===== src/rtl/lcd_bus_responder.sv =====
// ---------------------------------------------------------------------------
// lcd_bus_responder
//
// HD44780-compatible bus responder. It is the display end of the
// lcd_rs/lcd_rw/lcd_en/lcd_data bus. It decodes 8-bit-mode commands and data
// writes into a 2x16 DDRAM character buffer and holds the display-control
// state. It can serve as an on-chip mirror/checker of the LCD interface.
//
// Optional feature macro: LCD_READ_EN
//   defined   : rw=1 transfers drive lcd_dout/lcd_doe. rs=0 returns {busy,ac}.
//               rs=1 returns the buffer byte at ac and steps ac.
//   undefined : rw=1 transfers are ignored and lcd_dout/lcd_doe are tied to 0.
//
// Parameters
//   SYNC_STAGES   synchroniser depth on all four bus inputs (>= 2)
//   CMD_CYCLES    busy duration after ordinary commands and data writes
//   CLEAR_CYCLES  busy duration after clear display / return home
//
// Ports
//   clk, reset            clock, asynchronous active-high reset
//   lcd_rs, lcd_rw        register select, read/write select
//   lcd_en                enable strobe; a transfer is taken on its falling edge
//   lcd_data[7:0]         bus data from the driver
//   lcd_dout[7:0]         read data back to the driver
//   lcd_doe               read data output enable
//   char_addr[4:0]        buffer read index (0-15 line 1, 16-31 line 2)
//   char_data[7:0]        registered character at char_addr (1-cycle latency)
//   ac[6:0]               address counter
//   disp_on, cursor_on,
//   blink_on              D, C and B bits of display control
//   busy                  emulated busy flag
//   cmd_strobe            1-cycle pulse per accepted write transfer
//   proto_err             sticky: write while busy, or function set with DL=0
// ---------------------------------------------------------------------------
module lcd_bus_responder #(
    parameter int SYNC_STAGES  = 2,
    parameter int CMD_CYCLES   = 2000,
    parameter int CLEAR_CYCLES = 82000
) (
    input  logic       clk,
    input  logic       reset,
    input  logic       lcd_rs,
    input  logic       lcd_rw,
    input  logic       lcd_en,
    input  logic [7:0] lcd_data,
    output logic [7:0] lcd_dout,
    output logic       lcd_doe,
    input  logic [4:0] char_addr,
    output logic [7:0] char_data,
    output logic [6:0] ac,
    output logic       disp_on,
    output logic       cursor_on,
    output logic       blink_on,
    output logic       busy,
    output logic       cmd_strobe,
    output logic       proto_err
);

    localparam int MAX_CYCLES = (CLEAR_CYCLES > CMD_CYCLES) ? CLEAR_CYCLES : CMD_CYCLES;
    localparam int CNT_W      = $clog2(MAX_CYCLES + 1);

    typedef enum logic [3:0] {
        OP_NONE,
        OP_SET_DDRAM,
        OP_IGNORE,
        OP_FUNC,
        OP_DISP,
        OP_ENTRY,
        OP_HOME,
        OP_CLEAR,
        OP_DATA,
        OP_READ
    } op_t;

    // Next address-counter value under the two-line DDRAM map. Values outside
    // the map (reachable only through set-DDRAM) simply wrap modulo 128.
    function automatic logic [6:0] step_ac(input logic [6:0] a, input logic inc);
        if (inc) begin
            if (a == 7'h27)      return 7'h40;
            else if (a == 7'h67) return 7'h00;
            else                 return a + 7'd1;
        end else begin
            if (a == 7'h40)      return 7'h27;
            else if (a == 7'h00) return 7'h67;
            else                 return a - 7'd1;
        end
    endfunction

    // Returns {hit, buffer index}; hit is set for DDRAM 0x00-0x0F and 0x40-0x4F.
    function automatic logic [5:0] map_ac(input logic [6:0] a);
        if (a[6:4] == 3'b000)      return {1'b1, 1'b0, a[3:0]};
        else if (a[6:4] == 3'b100) return {1'b1, 1'b1, a[3:0]};
        else                       return 6'b0;
    endfunction

    logic [SYNC_STAGES-1:0][10:0] sync_chain;
    logic                         en_s;
    logic                         rs_s;
    logic                         rw_s;
    logic [7:0]                   data_s;
    logic                         en_prev;
    logic                         fall_evt;
    op_t                          op;
    logic                         write_acc;
    logic [5:0]                   ac_map;
    logic [CNT_W-1:0]             busy_cnt;
    logic                         inc_mode;
    logic [7:0]                   char_buf [32];

    // Synchroniser stage: all four bus inputs share one chain so rs/rw/data
    // stay aligned with the enable edge they belong to.
    always_ff @(posedge clk or posedge reset) begin
        if (reset) begin
            sync_chain <= '0;
            en_prev    <= 1'b0;
        end else begin
            sync_chain <= {sync_chain[SYNC_STAGES-2:0], {lcd_en, lcd_rs, lcd_rw, lcd_data}};
            en_prev    <= en_s;
        end
    end

    assign {en_s, rs_s, rw_s, data_s} = sync_chain[SYNC_STAGES-1];
    assign fall_evt = en_prev & ~en_s;
    assign ac_map   = map_ac(ac);
    assign busy     = (busy_cnt != '0);

    // Command decode: the highest set bit of the command byte selects the op.
    always_comb begin
        op = OP_NONE;
        if (fall_evt) begin
            if (rw_s) begin
                op = OP_READ;
            end else if (rs_s) begin
                op = OP_DATA;
            end else begin
                casez (data_s)
                    8'b1???????: op = OP_SET_DDRAM;
                    8'b01??????: op = OP_IGNORE;
                    8'b001?????: op = OP_FUNC;
                    8'b0001????: op = OP_IGNORE;
                    8'b00001???: op = OP_DISP;
                    8'b000001??: op = OP_ENTRY;
                    8'b0000001?: op = OP_HOME;
                    8'b00000001: op = OP_CLEAR;
                    default:     op = OP_NONE;
                endcase
            end
        end
    end

    // The all-zero command is a true no-op: no strobe and no busy reload.
    assign write_acc = (op != OP_NONE) && (op != OP_READ);

    // Update stage: one clock after the synchronised enable falls.
    always_ff @(posedge clk or posedge reset) begin
        if (reset) begin
            for (int i = 0; i < 32; i++) char_buf[i] <= 8'h20;
            ac         <= 7'h00;
            inc_mode   <= 1'b1;
            disp_on    <= 1'b0;
            cursor_on  <= 1'b0;
            blink_on   <= 1'b0;
            busy_cnt   <= '0;
            proto_err  <= 1'b0;
            cmd_strobe <= 1'b0;
            char_data  <= 8'h00;
        end else begin
            // Sampled before any buffer write in this cycle lands.
            char_data  <= char_buf[char_addr];
            cmd_strobe <= write_acc;

            if (write_acc) begin
                if (op == OP_HOME || op == OP_CLEAR) busy_cnt <= CNT_W'(CLEAR_CYCLES);
                else                                 busy_cnt <= CNT_W'(CMD_CYCLES);
            end else if (busy_cnt != '0) begin
                busy_cnt <= busy_cnt - CNT_W'(1);
            end

            // The write is still carried out when it arrives while busy.
            if (write_acc && (busy || (op == OP_FUNC && !data_s[4])))
                proto_err <= 1'b1;

            case (op)
                OP_SET_DDRAM: ac <= data_s[6:0];
                OP_DISP: begin
                    disp_on   <= data_s[2];
                    cursor_on <= data_s[1];
                    blink_on  <= data_s[0];
                end
                OP_ENTRY: inc_mode <= data_s[1];
                OP_HOME:  ac <= 7'h00;
                OP_CLEAR: begin
                    for (int i = 0; i < 32; i++) char_buf[i] <= 8'h20;
                    ac       <= 7'h00;
                    inc_mode <= 1'b1;
                end
                OP_DATA: begin
                    if (ac_map[5]) char_buf[ac_map[4:0]] <= data_s;
                    ac <= step_ac(ac, inc_mode);
                end
                OP_READ: begin
`ifdef LCD_READ_EN
                    if (rs_s) ac <= step_ac(ac, inc_mode);
`endif
                end
                default: ;
            endcase
        end
    end

`ifdef LCD_READ_EN
    logic [7:0] rd_char;

    assign rd_char = ac_map[5] ? char_buf[ac_map[4:0]] : 8'h20;

    // Read stage: drive while the synchronised enable is high on a read,
    // release on the falling-edge event.
    always_ff @(posedge clk or posedge reset) begin
        if (reset) begin
            lcd_doe  <= 1'b0;
            lcd_dout <= 8'h00;
        end else if (fall_evt) begin
            lcd_doe <= 1'b0;
        end else if (en_s && rw_s) begin
            lcd_doe  <= 1'b1;
            lcd_dout <= rs_s ? rd_char : {busy, ac};
        end
    end
`else
    assign lcd_dout = 8'h00;
    assign lcd_doe  = 1'b0;
`endif

endmodule


===== config.mk =====
export PLATFORM = sky130hd
export DESIGN_NAME = lcd_bus_responder
export DESIGN_NICKNAME = d
export VERILOG_FILES = /design/src/rtl/lcd_bus_responder.sv
export SDC_FILE = /design/constraint.sdc
export NUM_CORES = 1
export LEC_CHECK = 0
export BUFFER_PORTS_ARGS = -buffer_cell sky130_fd_sc_hd__buf_2
export CAP_MARGIN = 20
export CORE_MARGIN = 2
export CORE_UTILIZATION = 40
export DETAILED_ROUTE_END_ITERATION = 8
export PLACE_DENSITY = 0.67
export SKIP_CTS_REPAIR_TIMING = 1
export SYNTH_ARGS = -nofsm -noshare
export SYNTH_HDL_FRONTEND = slang
export SYNTH_SLANG_ARGS = --single-unit
export TNS_END_PERCENT = 30

===== constraint.sdc =====
create_clock -name clk -period 29.5 [get_ports clk]
set_clock_uncertainty 0.2 [all_clocks]
set_input_delay 4.425 -clock clk [delete_from_list [all_inputs] [get_ports clk]]
set_output_delay 4.425 -clock clk [all_outputs]
set_load 0.02 [all_outputs]

; ---- Word level (Yosys, flattened, before mapping)
; Cells that the tools add are included.
; Widths: inputs -> output; s select.
[op_classes]
addsub = 3
n_lt_le_gt_ge = 3
eq_ne = 20
muxes = 24
n_bitwise = 4
reduce_logical = 18
[ops]
columns = op, n
row1 = $pmux 256 s2, 1
row2 = $bwmux 256, 1
row3 = $mux 256, 1
row4 = $mux 17, 3
row5 = $bmux 8 s5, 1
row6 = $demux 8 s5, 1
row7 = $mux 7, 5
row8 = $mux 8, 3
row9 = $pmux 3 s7, 1
row10 = $pmux 7 s3, 1
row11 = $reduce_bool 17->1, 1
row12 = $sub 17x1->17 const B, 1
row13 = $eq 4x3->1 const B, 4
row14 = $eq 7x7->1 const B, 2
row15 = $ge 6x6->1 const B, 2
row16 = $mux 4, 3
row17 = $mux 6, 2
row18 = $not 5->6, 2
row19 = $eq 4x1->1 const B, 2
row20 = $eq 8x1->1 const B, 1
row21 = $add 7x1->7 const B, 1
row22 = $eq 7x1->1 const B, 1
row23 = $eq 7x6->1 const B, 1
row24 = $logic_not 7->1, 1
row25 = other kinds (23), 30
[word_totals]
regBits = 317
in_bits = 18
word_cells = 116

; ---- Depth between registers and ports, before layout
[logic_depth]
depth_word = 11
ltp_mapped = 8

; ---- Worst setup path before layout
; OpenSTA, ideal clock, no wires.
[synth_timing]
path_type = input to register
startpoint = in char_addr[0]
endpoint = reg char_data[6]
setup_time_ns = 0.135
arrival_time_ns = 6.306
required_time_ns = 29.165
slack_ns = 22.859
stages = 6
n_path_buf = 3
path_cell_list = clkbuf_1 > buf_2 > buf_1 > mux4_2 > a22oi_1 > nand4_1
[synth_via]
elab_chain_len = 4
[synth_rtl]
columns = item, line
row1 = start: declaration, 48  ; input logic [4:0] char_addr,
row2 = $not 5->6 (not written as such), 169  ; char_data <= char_buf[char_addr];
row3 = $bmux 8 s5, 169
row4 = $mux 8 (not written as such) (2 in a row), 169
row5 = end signal: assignment, 169
row6 = end: declaration, 49  ; output logic [7:0] char_data,
; Every way passes these cells. The select of a mux whose other input is x is not followed.
; A chain may end at the register's enable or synchronous reset.

; ---- Final worst setup path
[layout_timing]
startpoint = reg busy_cnt[13]
endpoint = out busy
[layout_via]
elab_chain_len = 1
[layout_rtl]
columns = item, line
row1 = start: declaration, 106  ; logic [CNT_W-1:0] busy_cnt;
row2 = start signal: assignment, 173  ; if (op == OP_HOME || op == OP_CLEAR) busy_cnt <= CNT_W'(CLEAR_CYCLES);
row3 = start signal: assignment, 174  ; else busy_cnt <= CNT_W'(CMD_CYCLES);
row4 = start signal: assignment, 176  ; busy_cnt <= busy_cnt - CNT_W'(1);
row5 = $reduce_bool 17->1, 125  ; assign busy = (busy_cnt != '0);
row6 = end: declaration, 54  ; output logic busy,
; Every way passes these cells.

==> impl_results.md <==
* Status: finished clean
* Switching Share at 28.3%
* Largest cells by area after synthesis: dfrtp_1, a22o_1, mux4_2, dfstp_2, a22oi_1
* Antenna cells at 0
* Area leader, netlist: dfrtp_1
* Comb power frac at 15.7%
* Vias per cell at 6.19
* PD cells at 74.2 nW/um^2
* Top-area cell type share of the netlist area at 49.1%
* First-pass GRT wire length at 62200 um
* Critical path's largest stage delay at 0.81 ns
* Fmax at 132 MHz
* Crit path DAT at 2.93 ns
* Hold path start: sync_chain[8]$_DFF_PP0_
* Synth Warn # at 0
* Buf/Inv on CP at 1
* Internal power at 867 uW
* Register Area at 7970 sq um
* Setup violators final at 0
* DRC errors left at 0
* Htree depth at 2
* Worst EP required at 24.88 ns
* Placer Congestion at 0.828
* Crit-path slowest cell: nor4b_1
* Io pins at 48
* Largest net degree at the start of global routing at 117
* Setup crit start kind: flop
* Via Count at 10600
* Total grt overflow at 0
* CP Class: reg2out
* Drt first-iter violations at 1020
* Post-DP HPWL at 24500 um
* Worst-skew pair later-pin latency at 0.53 ns
* Pleak at 7.26 nW
* Final ANT Viol Nets at 0
* Dpl cell area at 15000 sq um
* Crit-path leading delay family: simple AND/OR/NAND/NOR gates
* Die area at 37700 sq um
* Sink Count at 317
* Filler cell count at 3219
* Total GRT Usage at 20.7%
* Share of cells above drive strength 1 at 17.2%
* Critical-path maximum fanout at 6
* Number of synthesized register bits at 317
* Post-synthesis sequential area ratio at 55.1%
* Area grow syn2layout at 12.6%
* Cells after synthesis at 1212
* Final min period at 7.55 ns
* Inserted Clock Buffers at 37
* Nets at 1241
* Hold Vio Cnt, Final at 0
* Floorplan Core Area at 35600 sq um
* Fin Setup TNS at 0 ns
* Post-synth EDFFs at 0
* Unrepaired setup endpoints after global routing: false
* CP Capture Type: output pin
* Initial core utilization at 40.7%
* Die width at 194 um
* Commonest non-fill, non-tap cell in the layout: dfrtp_1
* Crit Reg-Reg Startpoint: data_s[4]$_DFF_PP0_
* Maxcap violations at 0
* Multi-input gate area at 6000 sq um
* Cell row count at 69
* Power share of the clock group at 38.7%
* Period utilisation layout at 25.6%
* Root buf cell: clkbuf_16
* Least-Margin Pin Slew at 1.00 ns
* Switch Pwr at 342 uW
* Synthesized area at 14500 sq um
* CTS tree: done
* CTS max path bufs at 3
* Post-synth top flop: dfrtp_1
* CTS clk-pin slew, worst paths at 0.06 ns
* Tightest Hold Check Type: reg2reg
* Synth Area per Inst at 11.9 sq um
* Crit-path cells: or4_1 > nor4b_1 > nand2_1 > buf_2
* Final core occ at 45.8%
* Yosys cell types at 60
* Finished Cell Area at 16300 sq um
* Initial antenna violation count at 0
* Seq pwr share at 45.6%
* Die height at 194 um
* TritonRoute pass-1 iters at 5
* IR Drop Worst-Case VDD at 0.0000452 V
* Rel. slew slack at 32.8%
* Port-buffer cells at 38
* Total wire length at 39000 um
* Ys async rst share at 100%
* CP startpoint: busy_cnt[13]$_DFFE_PP0P_
* Vias in the first global route at 10600
* Mean routed wirelength per cell at 22.8 um
* Slew Viols, Final at 0
* Commonest cells after routing, fill and taps aside: dfrtp_1, a22o_1, o21ai_0
## flip-flops by register name (all words and copies together) (netlist names)
register    flops
ac              7
blink_on        1
busy_cnt       17
char_buf      256
char_data       8
cmd_strobe      1
cursor_on       1
data_s          8
disp_on         1
en_prev         1
en_s            1
inc_mode        1
proto_err       1
rs_s            1
rw_s            1
sync_chain     11
## cell families (layout without fill, tap and decap cells)
group,Yosys count,after routing,synth area share [%]
compound gates,404,404,21.2
flops,317,317,55.1
simple gates,254,254,8.59
buf+inv,135,163,3.89
mux,83,83,10.0
xor+xnor,15,15,0.908
fa+ha+maj,3,3,0.259
other cells,1,9,0.0259
## area by class of cell
cell class                 count  area share, %
timing repair buffer          58           2.23
inverter                      38          0.921
tap                          461           3.54
clock buffer                  55           6.72
clock inverter                12          0.906
sequential                   317           48.9
multi-input combinational    768           36.8
## per-stage QoR
stage / cells / worst slack (ns) / power (mW) / hold WS (ns)
3_5_place_dp: 1640 / 21.49 / 0.746 / 0.135
6_report: 1709 / 21.95 / 1.21 / 0.138
2_1_floorplan: 1220 / 16.16 / 0.688 / 0.131
4_1_cts: 1707 / 21.96 / 1.21 / 0.139
3_3_place_gp: 1640 / 21.58 / 0.738 / 0.132
5_1_grt: 1709 / 21.77 / 1.26 / 0.138
## power groups by stage
stage | Clock [mW] | Combinational [mW] | Sequential, mW
floorplan | 0 | 0.145 | 0.543
global placement | 0 | 0.183 | 0.555
detailed placement | 0 | 0.188 | 0.557
CTS | 0.475 | 0.189 | 0.550
global route | 0.495 | 0.209 | 0.560
finish | 0.467 | 0.190 | 0.552
## worst register-to-register path, stage by stage, from the launching register on
cell	delay, ns
dfrtp_1	0.35
buf_4	0.30
or4_1	0.60
or4_1	0.46
a211oi_4	0.17
buf_4	0.56
o22ai_1	0.42
a22o_1	0.33
## Yosys cell counts (11+ instances only)
| library cell | n |
|---|---|
| dfrtp_1 | 284 |
| a22o_1 | 195 |
| o21ai_0 | 71 |
| clkbuf_1 | 70 |
| nand2_1 | 65 |
| nor2_1 | 63 |
| a22oi_1 | 49 |
| mux4_2 | 49 |
| inv_1 | 37 |
| dfstp_2 | 33 |
| mux2i_1 | 30 |
| nand3_1 | 24 |
| nor3_1 | 24 |
| nor2b_1 | 19 |
| a21oi_1 | 13 |
| nand2b_1 | 13 |
| buf_4 | 11 |
| o21ai_1 | 11 |
| o22ai_1 | 11 |
| xnor2_1 | 11 |
## worst paths after layout
check	end	slack, ns	depth (start not counted)
worst min-delay path	rw_s$_DFF_PP0_	0.14	0
worst max register to register	char_buf[174]$_DFFE_PP0P_	25.99	7
worst min register to register	rw_s$_DFF_PP0_	0.14	0
max in group asynchronous	char_buf[125]$_DFFE_PP1P_	22.65	6
min in group asynchronous	busy_cnt[3]$_DFFE_PP0P_	3.79	2
worst max-delay path	busy	21.95	4
## layer usage
layer,up-vias,GRT usage [%],part of all wire [%]
met3,69,4.75,7.6
met1,5469,29.5,44
met5,-,0,0
met2,451,31.0,45
met4,0,7.72,3.2
li1,4596,-,-
Note: power is estimated with default switching activity, not from simulation.
